`src/rtl/pixie_dp_front_end_if.sv`:
```
// Bus bundle between the CDP1802-style CPU and the Pixie display front end.
// The front end takes the slave view; the CPU/bench side takes the master view.
interface pixie_dp_front_end_if;
   logic       clk_enable;
   logic       disp_on;
   logic       disp_off;
   logic [1:0] sc;
   logic [7:0] data_in;
   logic       int_n;
   logic       efx_n;
   logic       dmao_n;
   logic       fb_write_en;
   logic [9:0] fb_addr;
   logic [7:0] fb_data;
   logic       display_enabled;

   modport slave (
      input  clk_enable, disp_on, disp_off, sc, data_in,
      output int_n, efx_n, dmao_n, fb_write_en, fb_addr, fb_data, display_enabled
   );

   modport master (
      output clk_enable, disp_on, disp_off, sc, data_in,
      input  int_n, efx_n, dmao_n, fb_write_en, fb_addr, fb_data, display_enabled
   );
endinterface

```
`src/rtl/pixie_dp_front_end.sv`:
```
// Pixie-style display front end: beam timing, EF/INT generation and DMA-out
// byte capture into a frame buffer write port.
module pixie_dp_front_end #(
   parameter int cycles_per_line = 14,
   parameter int lines_per_frame = 262,
   parameter int first_dma_line  = 64,
   parameter int dma_lines       = 128,
   parameter int int_line        = 62,
   parameter int bytes_per_line  = 8
) (
   input  logic                   clk,
   input  logic                   reset_n,
   pixie_dp_front_end_if.slave    bus
);

   localparam int CYW = $clog2(cycles_per_line);
   localparam int LW  = $clog2(lines_per_frame);
   localparam int CW  = $clog2(bytes_per_line + 1);

   localparam logic [CYW-1:0] CYC_LAST  = CYW'(cycles_per_line - 1);
   localparam logic [CYW-1:0] CYC_DMA   = CYW'(2);
   localparam logic [LW-1:0]  LINE_LAST = LW'(lines_per_frame - 1);
   localparam logic [LW-1:0]  EFX_A_LO  = LW'(int_line - 2);
   localparam logic [LW-1:0]  INT_LO    = LW'(int_line);
   localparam logic [LW-1:0]  INT_HI    = LW'(int_line + 1);
   localparam logic [LW-1:0]  DMA_LO    = LW'(first_dma_line);
   localparam logic [LW-1:0]  DMA_HI    = LW'(first_dma_line + dma_lines - 1);
   localparam logic [LW-1:0]  EFX_B_LO  = LW'(first_dma_line + dma_lines - 4);
   localparam logic [CW-1:0]  COL_FULL  = CW'(bytes_per_line);

   logic [CYW-1:0] cycle_q, cycle_d;
   logic [LW-1:0]  line_q, line_d;
   logic [CW-1:0]  col_q, col_d;
   logic           disp_q, disp_d;
   logic           wr_q, wr_d;
   logic [9:0]     addr_q, addr_d;
   logic [7:0]     data_q, data_d;

   logic           line_end;
   logic           dma_req;
   logic           accept;
   logic [6:0]     row;

   assign row = 7'(line_q - DMA_LO);

   always_ff @(posedge clk) begin
      if (!reset_n) begin
         cycle_q <= '0;
         line_q  <= '0;
         col_q   <= '0;
         disp_q  <= 1'b0;
         wr_q    <= 1'b0;
         addr_q  <= '0;
         data_q  <= '0;
      end else begin
         cycle_q <= cycle_d;
         line_q  <= line_d;
         col_q   <= col_d;
         disp_q  <= disp_d;
         wr_q    <= wr_d;
         addr_q  <= addr_d;
         data_q  <= data_d;
      end
   end

   always_comb begin
      cycle_d  = cycle_q;
      line_d   = line_q;
      col_d    = col_q;
      disp_d   = disp_q;
      addr_d   = addr_q;
      data_d   = data_q;
      line_end = bus.clk_enable && (cycle_q == CYC_LAST);

      // col_q counts bytes taken this line, so it also ends the request
      dma_req  = disp_q && (line_q >= DMA_LO) && (line_q <= DMA_HI) &&
                 (cycle_q >= CYC_DMA) && (col_q < COL_FULL);
      accept   = bus.clk_enable && (bus.sc == 2'b10) && dma_req;
      wr_d     = accept;

      if (bus.clk_enable) begin
         if (cycle_q == CYC_LAST) begin
            cycle_d = '0;
            line_d  = (line_q == LINE_LAST) ? '0 : line_q + 1'b1;
         end else begin
            cycle_d = cycle_q + 1'b1;
         end
      end

      if (accept) begin
         addr_d = {row, col_q[2:0]};
         data_d = bus.data_in;
      end

      if (line_end) begin
         col_d = '0;
      end else if (accept) begin
         col_d = col_q + 1'b1;
      end

      if (bus.disp_off) begin
         disp_d = 1'b0;
      end else if (bus.disp_on) begin
         disp_d = 1'b1;
      end
   end

   assign bus.efx_n = !(((line_q >= EFX_A_LO) && (line_q <= INT_HI)) ||
                        ((line_q >= EFX_B_LO) && (line_q <= DMA_HI)));
   assign bus.int_n           = !(disp_q && (line_q >= INT_LO) && (line_q <= INT_HI));
   assign bus.dmao_n          = !dma_req;
   assign bus.fb_write_en     = wr_q;
   assign bus.fb_addr         = addr_q;
   assign bus.fb_data         = data_q;
   assign bus.display_enabled = disp_q;

endmodule

```
`src/flat_wrapper.sv`:
```
// flat-port wrapper written by rule: the top's interface ports become plain ports
module pixie_dp_front_end_flat 
#(
   parameter int cycles_per_line = 14,
   parameter int lines_per_frame = 262,
   parameter int first_dma_line  = 64,
   parameter int dma_lines       = 128,
   parameter int int_line        = 62,
   parameter int bytes_per_line  = 8
)
  (clk, reset_n, bus_clk_enable, bus_disp_on, bus_disp_off, bus_sc, bus_data_in, bus_int_n, bus_efx_n, bus_dmao_n, bus_fb_write_en, bus_fb_addr, bus_fb_data, bus_display_enabled);
  pixie_dp_front_end_if bus_i ();
  input  logic clk;
  input  logic reset_n;
  input wire logic [$bits(bus_i.clk_enable)-1:0] bus_clk_enable;
  input wire logic [$bits(bus_i.disp_on)-1:0] bus_disp_on;
  input wire logic [$bits(bus_i.disp_off)-1:0] bus_disp_off;
  input wire logic [$bits(bus_i.sc)-1:0] bus_sc;
  input wire logic [$bits(bus_i.data_in)-1:0] bus_data_in;
  output wire logic [$bits(bus_i.int_n)-1:0] bus_int_n;
  output wire logic [$bits(bus_i.efx_n)-1:0] bus_efx_n;
  output wire logic [$bits(bus_i.dmao_n)-1:0] bus_dmao_n;
  output wire logic [$bits(bus_i.fb_write_en)-1:0] bus_fb_write_en;
  output wire logic [$bits(bus_i.fb_addr)-1:0] bus_fb_addr;
  output wire logic [$bits(bus_i.fb_data)-1:0] bus_fb_data;
  output wire logic [$bits(bus_i.display_enabled)-1:0] bus_display_enabled;
  assign bus_i.clk_enable = bus_clk_enable;
  assign bus_i.disp_on = bus_disp_on;
  assign bus_i.disp_off = bus_disp_off;
  assign bus_i.sc = bus_sc;
  assign bus_i.data_in = bus_data_in;
  assign bus_int_n = bus_i.int_n;
  assign bus_efx_n = bus_i.efx_n;
  assign bus_dmao_n = bus_i.dmao_n;
  assign bus_fb_write_en = bus_i.fb_write_en;
  assign bus_fb_addr = bus_i.fb_addr;
  assign bus_fb_data = bus_i.fb_data;
  assign bus_display_enabled = bus_i.display_enabled;
  pixie_dp_front_end #(.cycles_per_line(cycles_per_line), .lines_per_frame(lines_per_frame), .first_dma_line(first_dma_line), .dma_lines(dma_lines), .int_line(int_line), .bytes_per_line(bytes_per_line)) u_core (.clk(clk), .reset_n(reset_n), .bus(bus_i));
endmodule
```
`config.mk`:
```
export PLATFORM = sky130hd
export DESIGN_NAME = pixie_dp_front_end_flat
export DESIGN_NICKNAME = d
export VERILOG_FILES = /design/src/rtl/pixie_dp_front_end_if.sv /design/src/rtl/pixie_dp_front_end.sv /design/src/flat_wrapper.sv
export SDC_FILE = /design/constraint.sdc
export NUM_CORES = 1
export LEC_CHECK = 0
export CAP_MARGIN = 40
export CORE_AREA = 2 2 66 74
export CTS_CLUSTER_SIZE = 12
export DETAILED_ROUTE_END_ITERATION = 16
export DIE_AREA = 0 0 68 76
export PLACE_DENSITY = 0.65
export SLEW_MARGIN = 20
export SYNTH_ARGS = -nofsm -noshare
export SYNTH_HDL_FRONTEND = slang
export SYNTH_SLANG_ARGS = --single-unit
export TNS_END_PERCENT = 50
```
`constraint.sdc`:
```
create_clock -name clk -period 2.3 [get_ports clk]
set_clock_uncertainty 0.1 [all_clocks]
set_input_delay 0.575 -clock clk [delete_from_list [all_inputs] [get_ports clk]]
set_output_delay 0.575 -clock clk [all_outputs]
set_load 0.05 [all_outputs]
```
# After elaboration in Yosys (flattened, before gate mapping)
# Cells that the tools add are included.
# totals
elab_cells,43
regBits,37
out_inout_bits,23
in_bits,15
# classes
bitwise_logic,1
addsub,4
mux,2
reduce_logical,18
order_cmp,8
n_eq_ne,3
# ops
operator,n
9-bit by 6-bit greater-or-equal comparator with 1-bit output (second input constant),2
1-bit logical AND,11
9-bit by 1-bit adder with 9-bit output (second input constant),1
9-bit equality test (second input constant),1
9-bit by 7-bit greater-or-equal comparator with 1-bit output (second input constant),1
9-bit by 8-bit greater-or-equal comparator with 1-bit output (second input constant),1
9-bit by 6-bit <= comparator with 1-bit output (second input constant),1
9-bit by 8-bit <= comparator with 1-bit output (second input constant),1
9-bit 2-to-1 mux,1
4-bit by 1-bit adder with 4-bit output (second input constant),2
7-bit subtractor (second input constant),1
4-bit equality test (second input constant),1
4-bit by 2-bit greater-or-equal comparator with 1-bit output (second input constant),1
4-bit less-than comparator (second input constant),1
4-bit 2-to-1 mux,1
2-bit OR reduction,2
1-bit logical NOT,3
2-bit equality test (second input constant),1
2-bit AND reduction,1
1-bit logical OR,1
1-bit NOT,1

# Logic depth before layout (Yosys ltp)
# Gate-level depths: netlist of run 1.
# depth
word_depth,6
ltp_mapped,7
mapped_depth_nobuf,6

# Worst setup path after synthesis of run 1
# No wires, ideal clock.
# synth_path
path_type,reg-to-output
startpoint,reg u_core.disp_q (netlist: u_core.bus.display_enabled)
endpoint,out bus_dmao_n
path_stages_with_launch,3
n_path_buf,0
required_ns,1.625
arrival_ns,1.647
setup_slack_ns,-0.022
cell_sequence,dfxtp_1 > nand2b_1 > or4b_2
# synth_between
elab_chain_cells,5
# synth_lines
element,line_no,text
"start, declared",pixie_dp_front_end.sv:34,"logic disp_q, disp_d;"
"start signal, assigned",pixie_dp_front_end.sv:59,disp_q <= disp_d;
1-bit logical AND (3 in series),pixie_dp_front_end.sv:76,dma_req = disp_q && (line_q >= DMA_LO) && (line_q <= DMA_HI) &&
1-bit logical AND,pixie_dp_front_end.sv:77,(cycle_q >= CYC_DMA) && (col_q < COL_FULL);
1-bit logical NOT,pixie_dp_front_end.sv:111,assign bus.dmao_n = !dma_req;
"end, declared",flat_wrapper.sv:22,output wire logic [$bits(bus_i.dmao_n)-1:0] bus_dmao_n;
# No other way between the ends.

# Worst setup path after layout of run 1
# layout_path
startpoint,reg u_core.line_q[7]
endpoint,out bus_dmao_n
# layout_between
elab_chain_cells,6
elab_cells_between_ends,7
classes_between,order compare: 2; reduce/logical: 5
# layout_lines
element,line_no,text
"start, declared",pixie_dp_front_end.sv:32,"logic [LW-1:0] line_q, line_d;"
"start signal, assigned",pixie_dp_front_end.sv:57,line_q <= line_d;
9-bit by 7-bit greater-or-equal comparator with 1-bit output,pixie_dp_front_end.sv:76,
1-bit logical AND,pixie_dp_front_end.sv:76,
1-bit logical AND * (2 in series),pixie_dp_front_end.sv:76,
1-bit logical AND *,pixie_dp_front_end.sv:77,
1-bit logical NOT *,pixie_dp_front_end.sv:111,
# Mark *: on every way between the ends. The rest lies on a longest branch, timed or not.

==> metrics.csv, run 1 <==
stage;metric;value;unit
global_routing;Total Routing Usage GR;16.3;%
layout;P&R area growth vs syn;40.8;%
sta;RSZ-0062 raised after global routing;true;
synth;commonest cells in the netlist;nand2_1 (42), dfxtp_1 (37), mux2i_1 (17);
clock_network;CTS max path bufs;2;
worst_setup_path;reg2reg setup slack;290;ps
global_routing;grt ovf;0;
global_routing;antenna violations before repair;0;
sta;pin slew with the least headroom to its limit;504;ps
hold_path;Hold Crit Start;u_core.bus.fb_addr[5];
synth;distinct cell type count after synthesis;40;
sta;Final Max Tran Viols;0;
sta;Slew headroom;66.3;%
worst_setup_path;Setup Crit Path Kind;reg -> out;
die;Die Ht;76;µm
place;Placer Congestion;0.837;
synth;post-synth top area cell;dfxtp_1;
layout;diode count;0;
synth;post-synthesis sequential area ratio;42.3;%
synth;Mean Syn Cell Area;8.99;µm²
routing;Residual DRC;0;
synth;ys flop type;dfxtp_1;
sta;final setup violating endpoints;0;
worst_setup_path;crit end category;output pin;
synth;syn nets;214;
routing;vias post-DR;1474;
power;P per Cell Area;467;mW/mm²
synth;count leader, synth;nand2_1;
worst_setup_path;Setup crit start kind;flip-flop;
routing;final WL;3810;µm
hold_path;type of the worst min-delay path;reg -> reg;
sta;Final Critical Period;2290;ps
power;Static Leakage;0.857;nW
sta;Max Fclk;0.436;GHz
layout;nets;270;
hold_path;Hold Crit Depth;2;
synth;Syn Inst Count;195;
routing;number of DRC markers in iteration 0;127;
synth;Syn. warnings;0;
routing;TritonRoute pass-1 iters;4;
synth;asr flop ratio synth;0;%
clock_network;CTS Hold Bufs;0;
clock_network;root buffer cell;clkbuf_8;
run_status;status;complete, no violations;
global_routing;vias in the first global route;1353;
die;row count;26;
hold_path;Hold EP;u_core.bus.fb_addr[5];
place;HPWL Detailed;2740;µm
worst_setup_path;CP Max Fanout;2;
sta;Final Hold Fails;0;
layout;Fillers;429;
die;core area;0.00449;mm²
worst_setup_path;FF-to-FF Start;u_core.line_q[7];
synth;Syn Std Cell Area;0.00175;mm²
worst_setup_path;WP data required;1620;ps
synth;EDFF count, synth;0;
place;# port buffers;37;
clock_network;CTS tree;yes;
die;number of top-level pins;38;
global_routing;first-pass GRT wire length;6400;µm
clock_network;TritonCTS Buffers;5;
layout;fraction of layout cells with a size suffix above 1;19.8;%
clock_network;clock latency on the worst-skew pair;280;ps
die;Die Footprint;0.00517;mm²
synth;Yosys top cell area share;42.3;%
layout;fin util;55.0;%
sta;Post-Route Setup TNS;0;ps
run;Max Cap Viol;0;
clock_network;Clock transition at path regs;70;ps
clock_network;# H-tree levels;2;
synth;synthesized flop and latch total;37;
global_routing;largest net degree at the start of global routing;26;
die;Initial Util;39.0;%
routing;Avg WL per Cell;12.4;µm
worst_setup_path;R2R cell count;8;
synth;synth top area cells;dfxtp_1 (42%), mux2i_1 (9.7%), nand2_1 (9.0%);
power;Peak supply drop;0.369;mV
worst_setup_path;Arr. time, crit path;1620;ps
routing;Final ANT Viol Nets;0;
power;Total Power;0.00115;W
die;Die W;68;µm
clock_network;CTS Sinks;37;
routing;Vias/cell;4.79;
worst_setup_path;Worst R2R End;u_core.col_q[2];
sta;final worst path period share;99.7;%
[per-stage QoR]
step	setup slack [ps]	hold slack, ps	std cells	area [µm²]
after floorplan	23.4	328	195	1750
after detailed placement	76.8	347	296	2280
after global placement	77.5	345	296	2280
after CTS	-19.8	365	305	2400
after global routing	-25.7	381	308	2470
final	7.34	361	308	2470
[power by group]
part           switching (W)  internal, W
combinational      0.0000356    0.0000395
clock               0.000216     0.000215
sequential        0.00000524     0.000641
[kinds of logic (layout without fill, tap and decap cells)]
family,count (synthesis),in the layout,synth area share [%]
AND/OR/NAND/NOR,94,94,27.2
XOR/XNOR,10,10,5.00
adder cells (fa/ha/maj),4,4,2.86
multiplexers,17,17,9.71
flip-flops,37,37,42.3
buffers and inverters,18,75,5.50
AO/OA/AOI/OAI,15,15,7.49
[per-layer routing]
layer	wire, µm	share of wire [%]	track usage, %	vias to the layer above
met5	0	0	0	-
met4	65	1.7	8.00	0
met3	186	4.9	5.17	6
met2	1740	46	23.2	31
met1	1820	48	22.0	663
li1	-	-	-	774
[repair_timing]
action                     CTS  global route
buffers inserted             1             3
setup endpoints to repair    3             3
pin swaps                    1             6
resized for setup           10            12
[layout by cell type, fill, tap and decap left out, types with 2 or more instances in the layout]
cell	synthesis	routed
a21boi_0	2	2
a21oi_1	2	2
and3_1	2	2
buf_4	1	22
buf_6	3	3
clkbuf_1	6	3
clkbuf_8	0	5
clkdlybuf4s50_1	0	34
dfxtp_1	37	31
dfxtp_2	0	3
dfxtp_4	0	3
ha_1	4	3
inv_1	6	6
mux2i_1	17	17
nand2_1	42	41
nand3_1	7	7
nand4_1	4	4
nand4b_1	3	3
nor2_1	13	12
nor2b_1	3	3
nor3_1	4	4
nor3b_1	3	3
nor4_1	4	3
nor4_4	1	2
o21ai_1	3	3
xnor2_1	7	7
xor2_1	3	3
[sequential cells by signal, summed over array words and instances (netlist names)]
signal,flops
u_core.cycle_q,4
u_core.bus.fb_addr,10
u_core.bus.fb_data,8
u_core.col_q,4
u_core.line_q,9
u_core.bus.fb_write_en,1
u_core.bus.display_enabled,1
[worst max path at each step]
stage                startpoint         end  slack, ps  cells after the start
5_1_grt        u_core.line_q[7]  bus_dmao_n        -30                      4
6_report       u_core.line_q[7]  bus_dmao_n          7                      4
3_3_place_gp   u_core.line_q[0]  bus_dmao_n         80                      4
2_1_floorplan  u_core.line_q[0]  bus_dmao_n         20                      3
3_5_place_dp   u_core.line_q[7]  bus_dmao_n         80                      4
4_1_cts        u_core.line_q[0]  bus_dmao_n        -20                      4
[critical path, cell delays in order, from the launching register on]
cell and delay [ps]:
dfxtp_4 360, xor2_1 180, o41a_4 180, or4b_4 460, buf_8 170
[cell type report]
cell class / count / area, µm² / share of cell area (%)
inverters: 6 / 22.5 / 0.913
multi-input cells: 140 / 965 / 39.1
well taps: 56 / 70.1 / 2.84
clock buffers: 8 / 80.1 / 3.25
repair buffers: 61 / 574 / 23.3
flip-flops and latches: 37 / 756 / 30.6
(Power assumes the default switching activity.)
==> run 2, diff against run 1 <==
Settings changed: SLEW_MARGIN 20 to default.
==> results of run 2 <==
Final layout, timing and power as in run 1 (identical DEF).
==> run 3, diff against run 2 <==
Clock period 2.3 ns to 2.4 ns, I/O delays scaled along.
==> run 3 against run 2 <==
  * Clock-buffer cell count shrank 2
  * Critical path depth is the same
  * Hold slack lost 3.3 ps
  * Via count shrank 1.8%
  * Die area is the same
==> metrics.csv, run 3 (synthesized netlist as in run 1, its figures left out) <==
stage;metric;value;unit
sta;Post-Route Setup TNS;0;ps
global_routing;first-pass GRT wire length;6340;µm
worst_setup_path;Setup Crit Path Kind;reg -> out;
hold_path;type of the worst min-delay path;reg -> reg;
worst_setup_path;R2R cell count;5;
sta;Final Max Tran Viols;0;
die;number of top-level pins;38;
routing;vias post-DR;1447;
routing;Residual DRC;0;
clock_network;TritonCTS Buffers;5;
global_routing;grt ovf;0;
power;internal power;0.000889;W
worst_setup_path;WP data required;1700;ps
power;P per Cell Area;486;mW/mm²
sta;WHS;358;ps
clock_network;CTS Sinks;37;
sta;final setup violating endpoints;0;
run_status;status;complete, no violations;
run;Max Cap Viol;0;
layout;P&R area growth vs syn;35.8;%
worst_setup_path;Worst R2R End;u_core.col_q[2];
power;Total Power;0.00116;W
routing;Avg WL per Cell;12.4;µm
power;combinational share of power;6.4;%
sta;Slew headroom;66.3;%
clock_network;root buffer cell;clkbuf_8;
routing;TritonRoute pass-1 iters;4;
power;clock power share;39.7;%
hold_path;Hold Crit Start;u_core.bus.fb_addr[2];
die;Die Footprint;0.00517;mm²
sta;final worst path period share;99.0;%
global_routing;Total Routing Usage GR;16.0;%
sta;Max Fclk;0.421;GHz
worst_setup_path;reg2reg setup slack;470;ps
worst_setup_path;CP Max Fanout;2;
place;# port buffers;37;
sta;Final Hold Fails;0;
routing;Final ANT Viol Nets;0;
sta;pin slew with the least headroom to its limit;504;ps
layout;Non-Filler Instances;302;
die;Initial Util;39.0;%
place;placed cell count;294;
clock_network;CTS max path bufs;2;
place;Placer Congestion;0.800;
clock_network;Clock transition at path regs;80;ps
sta;RSZ-0062 raised after global routing;true;
layout;fraction of layout cells with a size suffix above 1;16.7;%
power;Peak supply drop;0.319;mV
clock_network;Setup Buffers After CTS;0;
clock_network;clock latency on the worst-skew pair;290;ps
layout;nets;264;
routing;Vias/cell;4.79;
layout;max reg flops;10;
global_routing;vias in the first global route;1373;
sta;worst setup margin;24.6;ps
global_routing;largest net degree at the start of global routing;22;
layout;multi-input logic area;933;µm²
layout;commonest non-fill, non-tap cell in the layout;nand2_1;
place;pre-CTS setup slack;117;ps
layout;most frequent cells in the layout;nand2_1 (42), clkdlybuf4s50_1 (34), dfxtp_1 (34);
worst_setup_path;Arr. time, crit path;1680;ps
clock_network;# H-tree levels;2;
hold_path;Hold Crit Depth;2;
die;core area;0.00449;mm²
hold_path;Hold EP;u_core.bus.fb_addr[2];
layout;Fillers;414;
layout;Reg area;744;µm²
worst_setup_path;Setup crit start;u_core.line_q[0];
place;HPWL Detailed;2630;µm
power;Psw;0.000267;W
power;Static Leakage;0.832;nW
worst_setup_path;crit end category;output pin;
global_routing;antenna violations before repair;0;
sta;Final Critical Period;2380;ps
clock_network;CTS tree;yes;
die;Die W;68;µm
worst_setup_path;FF-to-FF Start;u_core.line_q[0];
die;row count;26;
routing;final WL;3750;µm
power;Seq pwr share;53.9;%
routing;number of DRC markers in iteration 0;75;
worst_setup_path;Setup crit start kind;flip-flop;
layout;diode count;0;
power;switch share;23.1;%
die;Die Ht;76;µm
[run 3: worst max-delay path by stage]
stage | cells after the start | end | slack (ps)
detailed placement | 5 | u_core.bus.fb_addr[0] | 120
finish | 4 | bus_dmao_n | 20
global placement | 4 | bus_dmao_n | 170
CTS | 5 | bus_dmao_n | 3
floorplan | 2 | bus_dmao_n | 50
global route | 5 | bus_dmao_n | -30
[run 3: through the flow]
step	area (µm²)	utilization [%]
2_1_floorplan	1750	-
3_3_place_gp	2250	50.1
3_5_place_dp	2250	50.1
4_1_cts	2370	52.8
5_1_grt	2380	53.0
6_report	2380	53.0
[run 3: what timing repair did]
action                     in CTS  in global routing
resized for setup               8                  2
gates cloned                    0                  0
setup endpoints to repair       1                  3
hold buffers                    0                  0
[run 3: final cells by class]
class	count	area share (%)
timing repair buffer	55	21.6
sequential	37	31.3
multi-input combinational	140	39.2
clock inverter	2	0.578
tap	56	2.94
inverter	6	0.946
clock buffer	6	3.47
[run 3: metal layers]
| layer | share of wire [%] | global-route usage (%) | vias up |
|---|---|---|---|
| li1 | - | - | 763 |
| met1 | 49 | 22.2 | 653 |
| met2 | 45 | 23.0 | 27 |
| met3 | 5.3 | 5.17 | 4 |
| met4 | 1.1 | 5.40 | 0 |
| met5 | 0 | 0 | - |
[run 3: power by group through the flow]
| stage | combinational (W) | sequential [W] | clock, W |
|---|---|---|---|
| floorplan | 0.0000329 | 0.000639 | 0 |
| global route | 0.0000816 | 0.000623 | 0.000500 |
| finish | 0.0000743 | 0.000623 | 0.000459 |
| detailed placement | 0.0000743 | 0.000637 | 0 |
| global placement | 0.0000737 | 0.000637 | 0 |
| CTS | 0.0000748 | 0.000623 | 0.000470 |
[run 3: worst max-delay path, cell delays in order (launching register included)]
cell	delay, ps
dfxtp_2	330
ha_1	210
o41a_4	490
or4b_4	210
buf_8	130
